`src/rtl/intc_pkg.sv`:
```
`default_nettype none
// +------------------------------------------------------------------+
// | intc_pkg: shared detect-mode encoding and default sizes for the   |
// | interrupt capture block.   Revision: 1.0                          |
// +------------------------------------------------------------------+
package intc_pkg;

    typedef enum logic [1:0] {
        INTC_LVL  = 2'b00,
        INTC_RISE = 2'b01,
        INTC_FALL = 2'b10,
        INTC_BOTH = 2'b11
    } intc_mode_e;

    localparam int c_INT_NUM_DEF    = 64;
    localparam int c_SW_INT_NUM_DEF = 16;
    localparam int c_SYNC_STG_DEF   = 2;
    localparam int c_FILT_W_DEF     = 4;

endpackage
`default_nettype wire

```
`src/rtl/intc_filt.sv`:
```
`default_nettype none
// +------------------------------------------------------------------+
// | intc_filt: one hardware channel -- synchroniser chain followed by |
// | a persistence glitch filter.   Revision: 1.0                      |
// +------------------------------------------------------------------+
module intc_filt
    import intc_pkg::*;
#(
    parameter int SYNC_STG = c_SYNC_STG_DEF,
    parameter int FILT_W   = c_FILT_W_DEF
) (
    input  logic              clk,
    input  logic              rst_n,
    input  logic              din_i,
    input  logic [FILT_W-1:0] filt_i,
    output logic              lvl_o
);

    logic [SYNC_STG-1:0] r_sync;
    logic [FILT_W-1:0]   r_cnt;
    logic                r_lvl;
    logic                w_synced;

    assign w_synced = r_sync[SYNC_STG-1];
    assign lvl_o    = r_lvl;

    always_ff @(posedge clk or negedge rst_n) begin
        if (!rst_n) begin
            r_sync <= '0;
        end else begin
            r_sync <= {r_sync[SYNC_STG-2:0], din_i};
        end
    end

    // The level only moves once the new value has persisted filt_i+1 cycles.
    always_ff @(posedge clk or negedge rst_n) begin
        if (!rst_n) begin
            r_cnt <= '0;
            r_lvl <= 1'b0;
        end else if (w_synced == r_lvl) begin
            r_cnt <= '0;
        end else if (r_cnt == filt_i) begin
            r_lvl <= w_synced;
            r_cnt <= '0;
        end else begin
            r_cnt <= r_cnt + FILT_W'(1);
        end
    end

endmodule
`default_nettype wire

```
`src/rtl/intc_irq_cap.sv`:
```
`default_nettype none
// +------------------------------------------------------------------+
// | intc_irq_cap: per-channel interrupt capture -- level/edge detect  |
// | and pending state for software and hardware sources. Rev: 1.0     |
// +------------------------------------------------------------------+
module intc_irq_cap
    import intc_pkg::*;
#(
    parameter int INT_NUM    = c_INT_NUM_DEF,
    parameter int SW_INT_NUM = c_SW_INT_NUM_DEF,
    parameter int SYNC_STG   = c_SYNC_STG_DEF,
    parameter int FILT_W     = c_FILT_W_DEF
) (
    input  logic                             clk,
    input  logic                             rst_n,
    input  logic [INT_NUM-SW_INT_NUM-1:0]    intreq_i,
    input  logic [SW_INT_NUM-1:0]            rg_sint_i,
    input  logic [INT_NUM-1:0]               rg_ie_i,
    input  logic [INT_NUM-1:0]               rg_irqc_i,
    input  logic [INT_NUM-1:0][1:0]          rg_mode_i,
    input  logic [FILT_W-1:0]                rg_filt_i,
    input  logic [INT_NUM-1:0]               cp_intack_i,
    output logic [INT_NUM-1:0]               in_intreq_o,
    output logic [INT_NUM-1:0]               in_irq_o,
    output logic [INT_NUM-1:0]               in_lvl_o
);

    localparam int c_HW_NUM = INT_NUM - SW_INT_NUM;

    logic [c_HW_NUM-1:0]      w_hw_lvl;
    logic [SW_INT_NUM-1:0]    r_sw_lvl;
    logic [INT_NUM-1:0]       w_lvl;
    logic [INT_NUM-1:0]       r_prev;
    logic [INT_NUM-1:0][1:0]  r_mode;
    logic [INT_NUM-1:0]       r_pend;
    logic [INT_NUM-1:0]       w_rise;
    logic [INT_NUM-1:0]       w_fall;
    logic [INT_NUM-1:0]       w_clr;
    logic [INT_NUM-1:0]       w_evt;
    logic [INT_NUM-1:0]       w_pend_nxt;

    genvar g;
    generate
        for (g = 0; g < c_HW_NUM; g++) begin : g_hw
            intc_filt #(
                .SYNC_STG (SYNC_STG),
                .FILT_W   (FILT_W)
            ) u_filt (
                .clk    (clk),
                .rst_n  (rst_n),
                .din_i  (intreq_i[g]),
                .filt_i (rg_filt_i),
                .lvl_o  (w_hw_lvl[g])
            );
        end
    endgenerate

    always_ff @(posedge clk or negedge rst_n) begin
        if (!rst_n) begin
            r_sw_lvl <= '0;
        end else begin
            r_sw_lvl <= rg_sint_i;
        end
    end

    assign w_lvl  = {w_hw_lvl, r_sw_lvl};
    assign w_rise = w_lvl & ~r_prev;
    assign w_fall = ~w_lvl & r_prev;
    assign w_clr  = rg_irqc_i | cp_intack_i;

    always_comb begin
        w_evt = '0;
        for (int i = 0; i < INT_NUM; i++) begin
            unique case (intc_mode_e'(rg_mode_i[i]))
                INTC_RISE: w_evt[i] = w_rise[i];
                INTC_FALL: w_evt[i] = w_fall[i];
                INTC_BOTH: w_evt[i] = w_rise[i] | w_fall[i];
                default:   w_evt[i] = 1'b0;
            endcase
        end
    end

    // A mode rewrite wins over everything so a stale edge cannot leak across modes.
    always_comb begin
        w_pend_nxt = r_pend;
        for (int i = 0; i < INT_NUM; i++) begin
            if (rg_mode_i[i] != r_mode[i]) begin
                w_pend_nxt[i] = 1'b0;
            end else if (intc_mode_e'(rg_mode_i[i]) == INTC_LVL) begin
                w_pend_nxt[i] = w_lvl[i];
            end else if (w_evt[i]) begin
                w_pend_nxt[i] = 1'b1;
            end else if (w_clr[i]) begin
                w_pend_nxt[i] = 1'b0;
            end
        end
    end

    always_ff @(posedge clk or negedge rst_n) begin
        if (!rst_n) begin
            r_prev <= '0;
            r_mode <= '0;
            r_pend <= '0;
        end else begin
            r_prev <= w_lvl;
            r_mode <= rg_mode_i;
            r_pend <= w_pend_nxt;
        end
    end

    assign in_irq_o    = r_pend;
    assign in_intreq_o = r_pend & rg_ie_i;
    assign in_lvl_o    = w_lvl;

endmodule
`default_nettype wire
```
`config.mk`:
```
export PLATFORM = sky130hd
export DESIGN_NAME = intc_irq_cap
export DESIGN_NICKNAME = d
export VERILOG_FILES = /design/src/rtl/intc_pkg.sv /design/src/rtl/intc_filt.sv /design/src/rtl/intc_irq_cap.sv
export SDC_FILE = /design/constraint.sdc
export NUM_CORES = 1
export LEC_CHECK = 0
export ABC_AREA = 0
export CELL_PAD_IN_SITES_DETAIL_PLACEMENT = 0
export CELL_PAD_IN_SITES_GLOBAL_PLACEMENT = 1
export CORE_AREA = 2 2 233 258
export CTS_CLUSTER_SIZE = 40
export DETAILED_ROUTE_END_ITERATION = 8
export DIE_AREA = 0 0 235 260
export DONT_BUFFER_PORTS = 1
export PLACE_DENSITY_LB_ADDON = 0.12
export SLEW_MARGIN = 40
export SYNTH_ARGS = -nofsm -noshare
export SYNTH_HDL_FRONTEND = slang
export SYNTH_SLANG_ARGS = --single-unit
```
`constraint.sdc`:
```
create_clock -name clk -period 1.7 [get_ports clk]
set_clock_uncertainty 0.05 [all_clocks]
set_input_delay 0.17 -clock clk [delete_from_list [all_inputs] [get_ports clk]]
set_output_delay 0.17 -clock clk [all_outputs]
set_load 0.05 [all_outputs]
```
==> results of run 1 <==
==> metrics by stage <==
| step | utilization (%) | cell area, um^2 | power, mW |
|---|---|---|---|
| 2_1_floorplan | - | 29500 | 32.4 |
| 3_3_place_gp | 54.0 | 31500 | 35.1 |
| 3_5_place_dp | 54.0 | 31500 | 36.0 |
| 4_1_cts | 63.3 | 36900 | 51.1 |
| 5_1_grt | 63.3 | 36900 | 53.9 |
| 6_report | 63.3 | 36900 | 50.4 |
==> cell usage in the layout, fill, tap and decap left out, types with 26 or more instances in the layout <==
cell                            count
sky130_fd_sc_hd__dfrtp_1          608
sky130_fd_sc_hd__dlygate4sd3_1    324
sky130_fd_sc_hd__xor2_1           288
sky130_fd_sc_hd__buf_4            216
sky130_fd_sc_hd__nor2_1           192
sky130_fd_sc_hd__inv_1            176
sky130_fd_sc_hd__ha_1             176
sky130_fd_sc_hd__nand2b_1         128
sky130_fd_sc_hd__nor3b_1          127
sky130_fd_sc_hd__xnor2_1          112
sky130_fd_sc_hd__clkbuf_16         71
sky130_fd_sc_hd__and3_1            64
sky130_fd_sc_hd__or3b_2            64
sky130_fd_sc_hd__nand2_1           64
sky130_fd_sc_hd__a211oi_1          64
sky130_fd_sc_hd__a31oi_1           64
sky130_fd_sc_hd__o22a_1            64
sky130_fd_sc_hd__and2_1            63
sky130_fd_sc_hd__nand3_1           48
sky130_fd_sc_hd__mux2_2            28
sky130_fd_sc_hd__nor4_1            26
==> layer usage <==
layer / track usage, % / wire (um) / vias up
li1: - / - / 9635
met1: 24.9 / 26100 / 9778
met2: 36.7 / 32400 / 429
met3: 4.38 / 3260 / 103
met4: 6.29 / 1370 / 4
met5: 0 / 25 / -
==> cell type report <==
cell class	instances	share of cell area, %
antenna	3	0.0203
clock buffer	103	5.57
clock inverter	10	0.153
inverter	176	1.79
multi-input combinational	1664	35.4
sequential	608	41.2
tap	760	2.58
timing repair buffer	543	13.3
==> kinds of logic after synthesis <==
| kind of cell | count (synthesis) |
|---|---|
| AO/OA/AOI/OAI | 240 |
| XOR/XNOR | 400 |
| adder cells (fa/ha/maj) | 176 |
| buffers and inverters | 248 |
| flip-flops | 608 |
| multiplexers | 48 |
| AND/OR/NAND/NOR | 800 |
==> repair_timing <==
item / 4_1_cts / 5_1_grt
endpoints found under the setup margin: 1 / 9
pin swaps: 1 / 0
buffers inserted: 0 / 0
endpoints found under the hold margin: 885 / 608
resized for setup: 4 / 3
==> critical path, delay by kind of cell (launching register included) <==
kind | cells | cell delay, ns
and+or+nand+nor | 1 | 0.17
DFF | 1 | 0.40
buffers and inverters | 2 | 0.32
==> path summary, 6_finish.rpt <==
kind                       cells after the start  slack (ns)                                   to
max                                            3     -0.0004                      in_intreq_o[42]
min                                            0       -0.77             in_irq_o[33]$_DFFE_PN0P_
max reg2reg                                    4        0.07             in_irq_o[13]$_DFFE_PN0P_
min reg2reg                                    0        0.29  g_hw[29].u_filt.r_sync[1]$_DFF_PN0_
max in group asynchronous                      0        0.71   g_hw[42].u_filt.r_cnt[0]$_DFF_PN0_
min in group clk                               3        0.03    g_hw[31].u_filt.lvl_o$_DFFE_PN0P_
==> power breakdown <==
group | internal [mW] | total, mW | leakage [nW] | switching (mW)
Sequential | 17.4 | 20.4 | 7.57 | 2.99
Clock | 8.29 | 14.0 | 1.04 | 5.69
Combinational | 7.04 | 16.1 | 9.05 | 9.07
==> flip-flops by register name (all words and copies together), names as in the netlist <==
| signal | flops |
|---|---|
| g_hw.u_filt.r_sync | 96 |
| r_sw_lvl | 16 |
| r_mode | 128 |
| in_irq_o | 64 |
| r_prev | 64 |
| g_hw.u_filt.lvl_o | 48 |
| g_hw.u_filt.r_cnt | 192 |
==> reports/results.md, run 1 <==
| Parameter | This run | Unit |
| --- | --- | --- |
| Proportion of netlist area held by the largest area contributor | 51.6 | % |
| Clock-pin slew reported for the worst setup and hold paths after clock tree synthesis | 0.06 | ns |
| Flop and latch count out of synthesis | 608 | - |
| Simple-gate share of the synthesized area | 16.1 | % |
| # placed instances | 3426 | - |
| Violations in the final reports | negative hold slack, max-slew violations, negative setup slack | - |
| Worst setup slack after layout | -0.000431 | ns |
| Maximum capacitance violations | 0 | - |
| Top_reg_cell synth | sky130_fd_sc_hd__dfrtp_1 | - |
| Area leader, netlist | sky130_fd_sc_hd__dfrtp_1 | - |
| Placeable core area | 58300 | um^2 |
| Setup slack at placement | 0.145 | ns |
| Cell Count, Final, Fillers Out | 3867 | - |
| Share of synthesized area occupied by flip-flops and latches | 51.6 | % |
| Maximum number of pins on one net before global-route repair | 609 | - |
| Post-route setup TNS | -0.000431 | ns |
| Delay of the slowest critical-path stage | 0.40 | ns |
| Via count | 19949 | - |
| Critical Path End Type | output port | - |
| Placer congestion estimate | 0.775 | - |
| ANT nets after route | 0 | - |
| Number of hold-slack violations in the final timing report | 608 | - |
| Area fraction in compound gates after synthesis | 6.87 | % |
| H-tree Lvls | 3 | - |
| Initial antenna violation count | 4 | - |
| Global route total overflow | 0 | - |
| Clock buffer count from CTS | 67 | - |
| Proportion of synthesized area in mux cells | 1.83 | % |
| Area contributors post-synth | sky130_fd_sc_hd__dfrtp_1, sky130_fd_sc_hd__xor2_1, sky130_fd_sc_hd__ha_1 | - |
| Critical-path maximum fanout | 2 | - |
| Leak pwr | 17.7 | nW |
| # clock sinks | 608 | - |
| Vertical die dimension | 260 | um |
| Synth Instances | 2520 | - |
| Synth warn | 0 | - |
| Launching instance or port of the critical path | in_irq_o[42]$_DFFE_PN0P_ | - |
| Syn Std Cell Area | 29500 | um^2 |
| Share of synthesized registers carrying an async set or reset | 100 | % |
| Final critical-path share of the clock period | 100 | % |
| Clock root buffer | sky130_fd_sc_hd__clkbuf_16 | - |
| Start-to-end type of the worst setup path | flip-flop to output port | - |
| Per-cell routed wire length | 16.3 | um |
| Time the worst path needs with I/O delays and setup | 1.70 | ns |
| Wire length after detailed routing | 63.2 | mm |
| Detailed placement HPWL | 40.5 | mm |
| Number of pins with negative max-slew slack in the final report | 354 | - |
| Startpoint type of the worst setup path | flip-flop | - |
| Layout cells sized above 1 | 14.7 | % |
| Clock latency reported for the late side of the worst-skew pair | 0.58 | ns |
| Worst-case hold slack | -0.772 | ns |
| Run status | complete, but fails checks | - |
| Required time of the critical path | 1.48 | ns |
| CTS Buffer Depth | 3 | - |
| Combined area of the multi-input logic cells | 13100 | um^2 |
| Synthesized net count | 3086 | - |
| Number of global-route vias before repair | 21067 | - |
| Global-route wire length before repair | 104 | mm |
| Unrepaired setup endpoints after global routing | yes | - |
| Dominant cell by count in the synthesized netlist | sky130_fd_sc_hd__dfrtp_1 | - |
| Number of enable-type register cells in the synthesized netlist | 0 | - |
| Die X | 235 | um |
| Effective utilization at floorplan | 50.6 | % |
| # rows | 93 | - |
| Most frequent cells after synthesis | sky130_fd_sc_hd__dfrtp_1, sky130_fd_sc_hd__xor2_1, sky130_fd_sc_hd__nor2_1 | - |
| Post-synthesis cell type count | 25 | - |
| Maximum ir drop on the vdd rail | 1030 | uV |
| Sequential cell area | 15200 | um^2 |
| Post-Synth Adder-Cell Area | 7.47 | % |
| Area growth, synth to finish | 25.2 | % |
| Total die area | 61100 | um^2 |
| Count of boundary I/O pins | 582 | - |
| Xor/xnor cell area share of the yosys netlist | 11.9 | % |
| Detailed router's first-iteration violation count | 775 | - |
| PwrDens | 1370 | nW/um^2 |
| Post-CTS Hold Fix Bufs | 325 | - |
| # DRC | 0 | - |
| Global-route total usage across every layer | 20.5 | % |
| Series of cell instances along the critical path | buf_6 -> and2_4 -> buf_8 | - |
| Final nets | 3626 | - |
| Slew of the pin with the lowest slew margin | 2.09 | ns |
| Highest clock rate | 588 | MHz |
| Worst Hold Class | primary input to async pin | - |
| Largest family of logic cells by synthesized area | simple AND/OR/NAND/NOR gates | - |
| Syn avg cell area | 11.7 | um^2 |
| R2R Path Start | in_irq_o[13]$_DFFE_PN0P_ | - |
| Fillcell total | 4557 | - |
| Total of endpoints with negative setup slack in the final report | 1 | - |
| Router iterations before antenna repair | 4 | - |
| Arrival time at the worst endpoint | 1.48 | ns |
| Via density | 5.16 | - |
| Slew HR | -39.4 | % |
| Number of port buffers | 0 | - |
| CTS tree | yes | - |
| Slowest cell on the critical path | sky130_fd_sc_hd__dfrtp_1 | - |
(Power assumes the default switching activity.)
==> run 2, diff against run 1 <==
- CAP_MARGIN: default -> 5
- SYNTH_HIERARCHICAL: default -> 1
==> run 2 against run 1 <==
The flow finishes with violations (negative hold slack). Critical path depth down 1. Flip-flop and latch count unchanged. Non-clock buffer count shrank 12. Wire length down 1.2%. Register-to-register slack hardly changed. Sequential power decreased by 2%. Hold slack better by 0.18 ns. Synthesized cell count is 2.9% lower. Global-route usage fell by 0.13 points. Via count down 0.43%. Highest routed layer unchanged. Maximum frequency increased by 1.4%.
==> reports/results.md, run 2 <==
| Parameter | This run | Unit |
| --- | --- | --- |
| Share of synthesized area occupied by flip-flops and latches | 51.3 | % |
| H-tree Lvls | 3 | - |
| Critical-path maximum fanout | 3 | - |
| Wire length after detailed routing | 62.4 | mm |
| Power after layout | 51.9 | mW |
| Detailed placement HPWL | 40.2 | mm |
| Slew HR | 39.3 | % |
| Syn Std Cell Area | 29700 | um^2 |
| Number of hold-slack violations in the final timing report | 376 | - |
| Worst Hold Class | primary input to async pin | - |
| Synth warn | 6 | - |
| Unrepaired setup endpoints after global routing | yes | - |
| Via density | 5.14 | - |
| Number of enable-type register cells in the synthesized netlist | 0 | - |
| Critical Path End Type | output port | - |
| Maximum number of pins on one net before global-route repair | 609 | - |
| # placed instances | 3412 | - |
| Initial antenna violation count | 3 | - |
| Final critical-path share of the clock period | 98.6 | % |
| Fillcell total | 4484 | - |
| Global-route total usage across every layer | 20.4 | % |
| Most common cell after layout, fill and taps aside | sky130_fd_sc_hd__dfrtp_1 | - |
| # rows | 93 | - |
| Router iterations before antenna repair | 4 | - |
| Number of port buffers | 0 | - |
| Post-synthesis cell type count | 20 | - |
| Die X | 235 | um |
| Top_reg_cell synth | sky130_fd_sc_hd__dfrtp_1 | - |
| Area contributors post-synth | sky130_fd_sc_hd__dfrtp_1, sky130_fd_sc_hd__xor2_1, sky130_fd_sc_hd__ha_1 | - |
| Worst-case hold slack | -0.593 | ns |
| Commonest cells after routing, fill and taps aside | sky130_fd_sc_hd__dfrtp_1, sky130_fd_sc_hd__dlygate4sd3_1, sky130_fd_sc_hd__xor2_1, sky130_fd_sc_hd__buf_4, sky130_fd_sc_hd__nor2_1 | - |
| Vertical die dimension | 260 | um |
| Syn avg cell area | 12.1 | um^2 |
| Effective utilization at floorplan | 50.9 | % |
| CTS tree | yes | - |
| PwrDens | 1370 | nW/um^2 |
| # DRC | 0 | - |
| Placeable core area | 58300 | um^2 |
| Max FFs per register | 192 | - |
| Time the worst path needs with I/O delays and setup | 1.68 | ns |
| # clock sinks | 608 | - |
| Synthesized net count | 3014 | - |
| Via count | 19863 | - |
| Global route total overflow | 0 | - |
| Maximum capacitance violations | 0 | - |
| Maximum ir drop on the vdd rail | 965 | uV |
| Flop and latch count out of synthesis | 608 | - |
| Clock buffer count from CTS | 67 | - |
| Required time of the critical path | 1.48 | ns |
| CTS Buffer Depth | 3 | - |
| Number of pins with negative max-slew slack in the final report | 0 | - |
| Number of global-route vias before repair | 21062 | - |
| Proportion of netlist area held by the largest area contributor | 51.3 | % |
| Synth Instances | 2448 | - |
| Startpoint type of the worst setup path | flip-flop | - |
| Leak pwr | 18.0 | nW |
| Registers with the highest flip-flop counts | g_hw.u_filt/r_cnt (192), r_mode (128), g_hw.u_filt/r_sync (96) | - |
| Clock latency reported for the late side of the worst-skew pair | 0.59 | ns |
| Arrival time at the worst endpoint | 1.46 | ns |
| ANT nets after route | 0 | - |
| Final nets | 3614 | - |
| Total of endpoints with negative setup slack in the final report | 0 | - |
| Dominant cell by count in the synthesized netlist | sky130_fd_sc_hd__dfrtp_1 | - |
| Run status | complete, but fails checks | - |
| Global-route wire length before repair | 103 | mm |
| Count of boundary I/O pins | 582 | - |
| Detailed router's first-iteration violation count | 700 | - |
| Highest clock rate | 596 | MHz |
| Area growth, synth to finish | 27.7 | % |
| Placer congestion estimate | 0.797 | - |
| Register with the most flip-flops | g_hw.u_filt/r_cnt | - |
| Cell Count, Final, Fillers Out | 3861 | - |
| Total die area | 61100 | um^2 |
| Most frequent cells after synthesis | sky130_fd_sc_hd__dfrtp_1, sky130_fd_sc_hd__xor2_1, sky130_fd_sc_hd__nor2_1 | - |
| Clock-pin slew reported for the worst setup and hold paths after clock tree synthesis | 0.06 | ns |
| Per-cell routed wire length | 16.2 | um |
| Layout cells sized above 1 | 17.4 | % |
| Violations in the final reports | negative hold slack | - |
| Share of synthesized registers carrying an async set or reset | 100 | % |
| Clock root buffer | sky130_fd_sc_hd__clkbuf_16 | - |
| Area leader, netlist | sky130_fd_sc_hd__dfrtp_1 | - |
| Start-to-end type of the worst setup path | flip-flop to output port | - |
| Slew of the pin with the lowest slew margin | 0.911 | ns |
-- run 2: cell types whose count changed in the layout (fill, tap and decap cells not counted), sizes merged, moves of 5 or more --
cell,before,now
nand2b,128,64
buf,219,209
bufinv,0,5
clkinv,8,16
or2b,0,64
clkbuf,103,97
-- run 2: repair_timing --
action,CTS,global route
pin swaps,4,3
resized for setup,14,7
hold endpoints to repair,872,454
cloned,0,0
hold buffers,322,1
endpoints found under the setup margin,6,5
setup buffers,0,0
-- run 2: area by class of cell --
cell class                 count  area, um^2  area share [%]
sequential                   608       15200            40.2
antenna                        3        7.51          0.0198
multi-input combinational   1664       13800            36.4
clock buffer                  97        2060            5.45
tap                          760         951            2.51
timing repair buffer         531        4950            13.1
clock inverter                22         243           0.640
inverter                     176         661            1.74
-- run 2: kinds of logic (layout without fill, tap and decap cells) --
kind of cell	count (synthesis)	after routing	share of synthesized area, %
and+or+nand+nor	800	800	16.9
other	0	3	0
muxes	48	48	1.82
AOI/OAI and AO/OA	240	240	8.57
DFF	608	608	51.3
adders and majority gates	176	176	7.42
xor gates and xnor gates	400	400	11.8
buffers and inverters	176	826	2.23
-- run 2: final timing paths --
kind | slack (ns) | endpoint | startpoint | cells after the start
min in group clk | 0.04 | g_hw[9].u_filt/r_cnt[0]$_DFF_PN0_ | rg_filt_i[3] | 3
worst max register to register | 0.08 | in_irq_o[32]$_DFFE_PN0P_ | in_irq_o[32]$_DFFE_PN0P_ | 3
worst min-delay path | -0.59 | r_mode[62]$_DFF_PN0_ | rst_n | 1
max in group asynchronous | 0.34 | in_irq_o[10]$_DFFE_PN0P_ | rst_n | 3
worst max-delay path | 0.02 | in_intreq_o[10] | in_irq_o[10]$_DFFE_PN0P_ | 2
worst min register to register | 0.29 | g_hw[23].u_filt/r_sync[1]$_DFF_PN0_ | g_hw[23].u_filt/r_sync[0]$_DFF_PN0_ | 0
-- run 2: per-layer routing --
metal / global-route usage (%) / routed length, um
met1: 25.1 / 26000
met2: 36.3 / 32000
met4: 6.42 / 1430
met5: 0 / 13
met3: 3.93 / 2920
-- run 2: per-stage QoR --
stage / utilization (%) / setup TNS (ns) / area, um^2 / setup WS (ns) / hold slack (ns)
2_1_floorplan: - / 0 / 29700 / 0.0252 / -0.176
3_3_place_gp: 55.2 / 0 / 32200 / 0.224 / -0.160
5_1_grt: 65.0 / -0.0732 / 37900 / -0.0245 / -0.588
4_1_cts: 64.7 / -0.0242 / 37700 / -0.00684 / -0.795
6_report: 65.0 / 0 / 37900 / 0.0235 / -0.593
3_5_place_dp: 55.2 / 0 / 32200 / 0.188 / -0.161
-- run 2: where the power goes --
part	internal, mW	switching, mW	leakage, nW	total, mW
Sequential	17.4	2.65	7.56	20.0
Combinational	7.01	9.99	9.28	17.0
Clock	9.18	5.75	1.16	14.9
Total	33.5	18.4	18.0	51.9
-- run 2: critical path, stage by stage (launching register included) --
cell and delay, ns:
sky130_fd_sc_hd__dfrtp_2 0.53, sky130_fd_sc_hd__and2_4 0.21, sky130_fd_sc_hd__buf_8 0.14
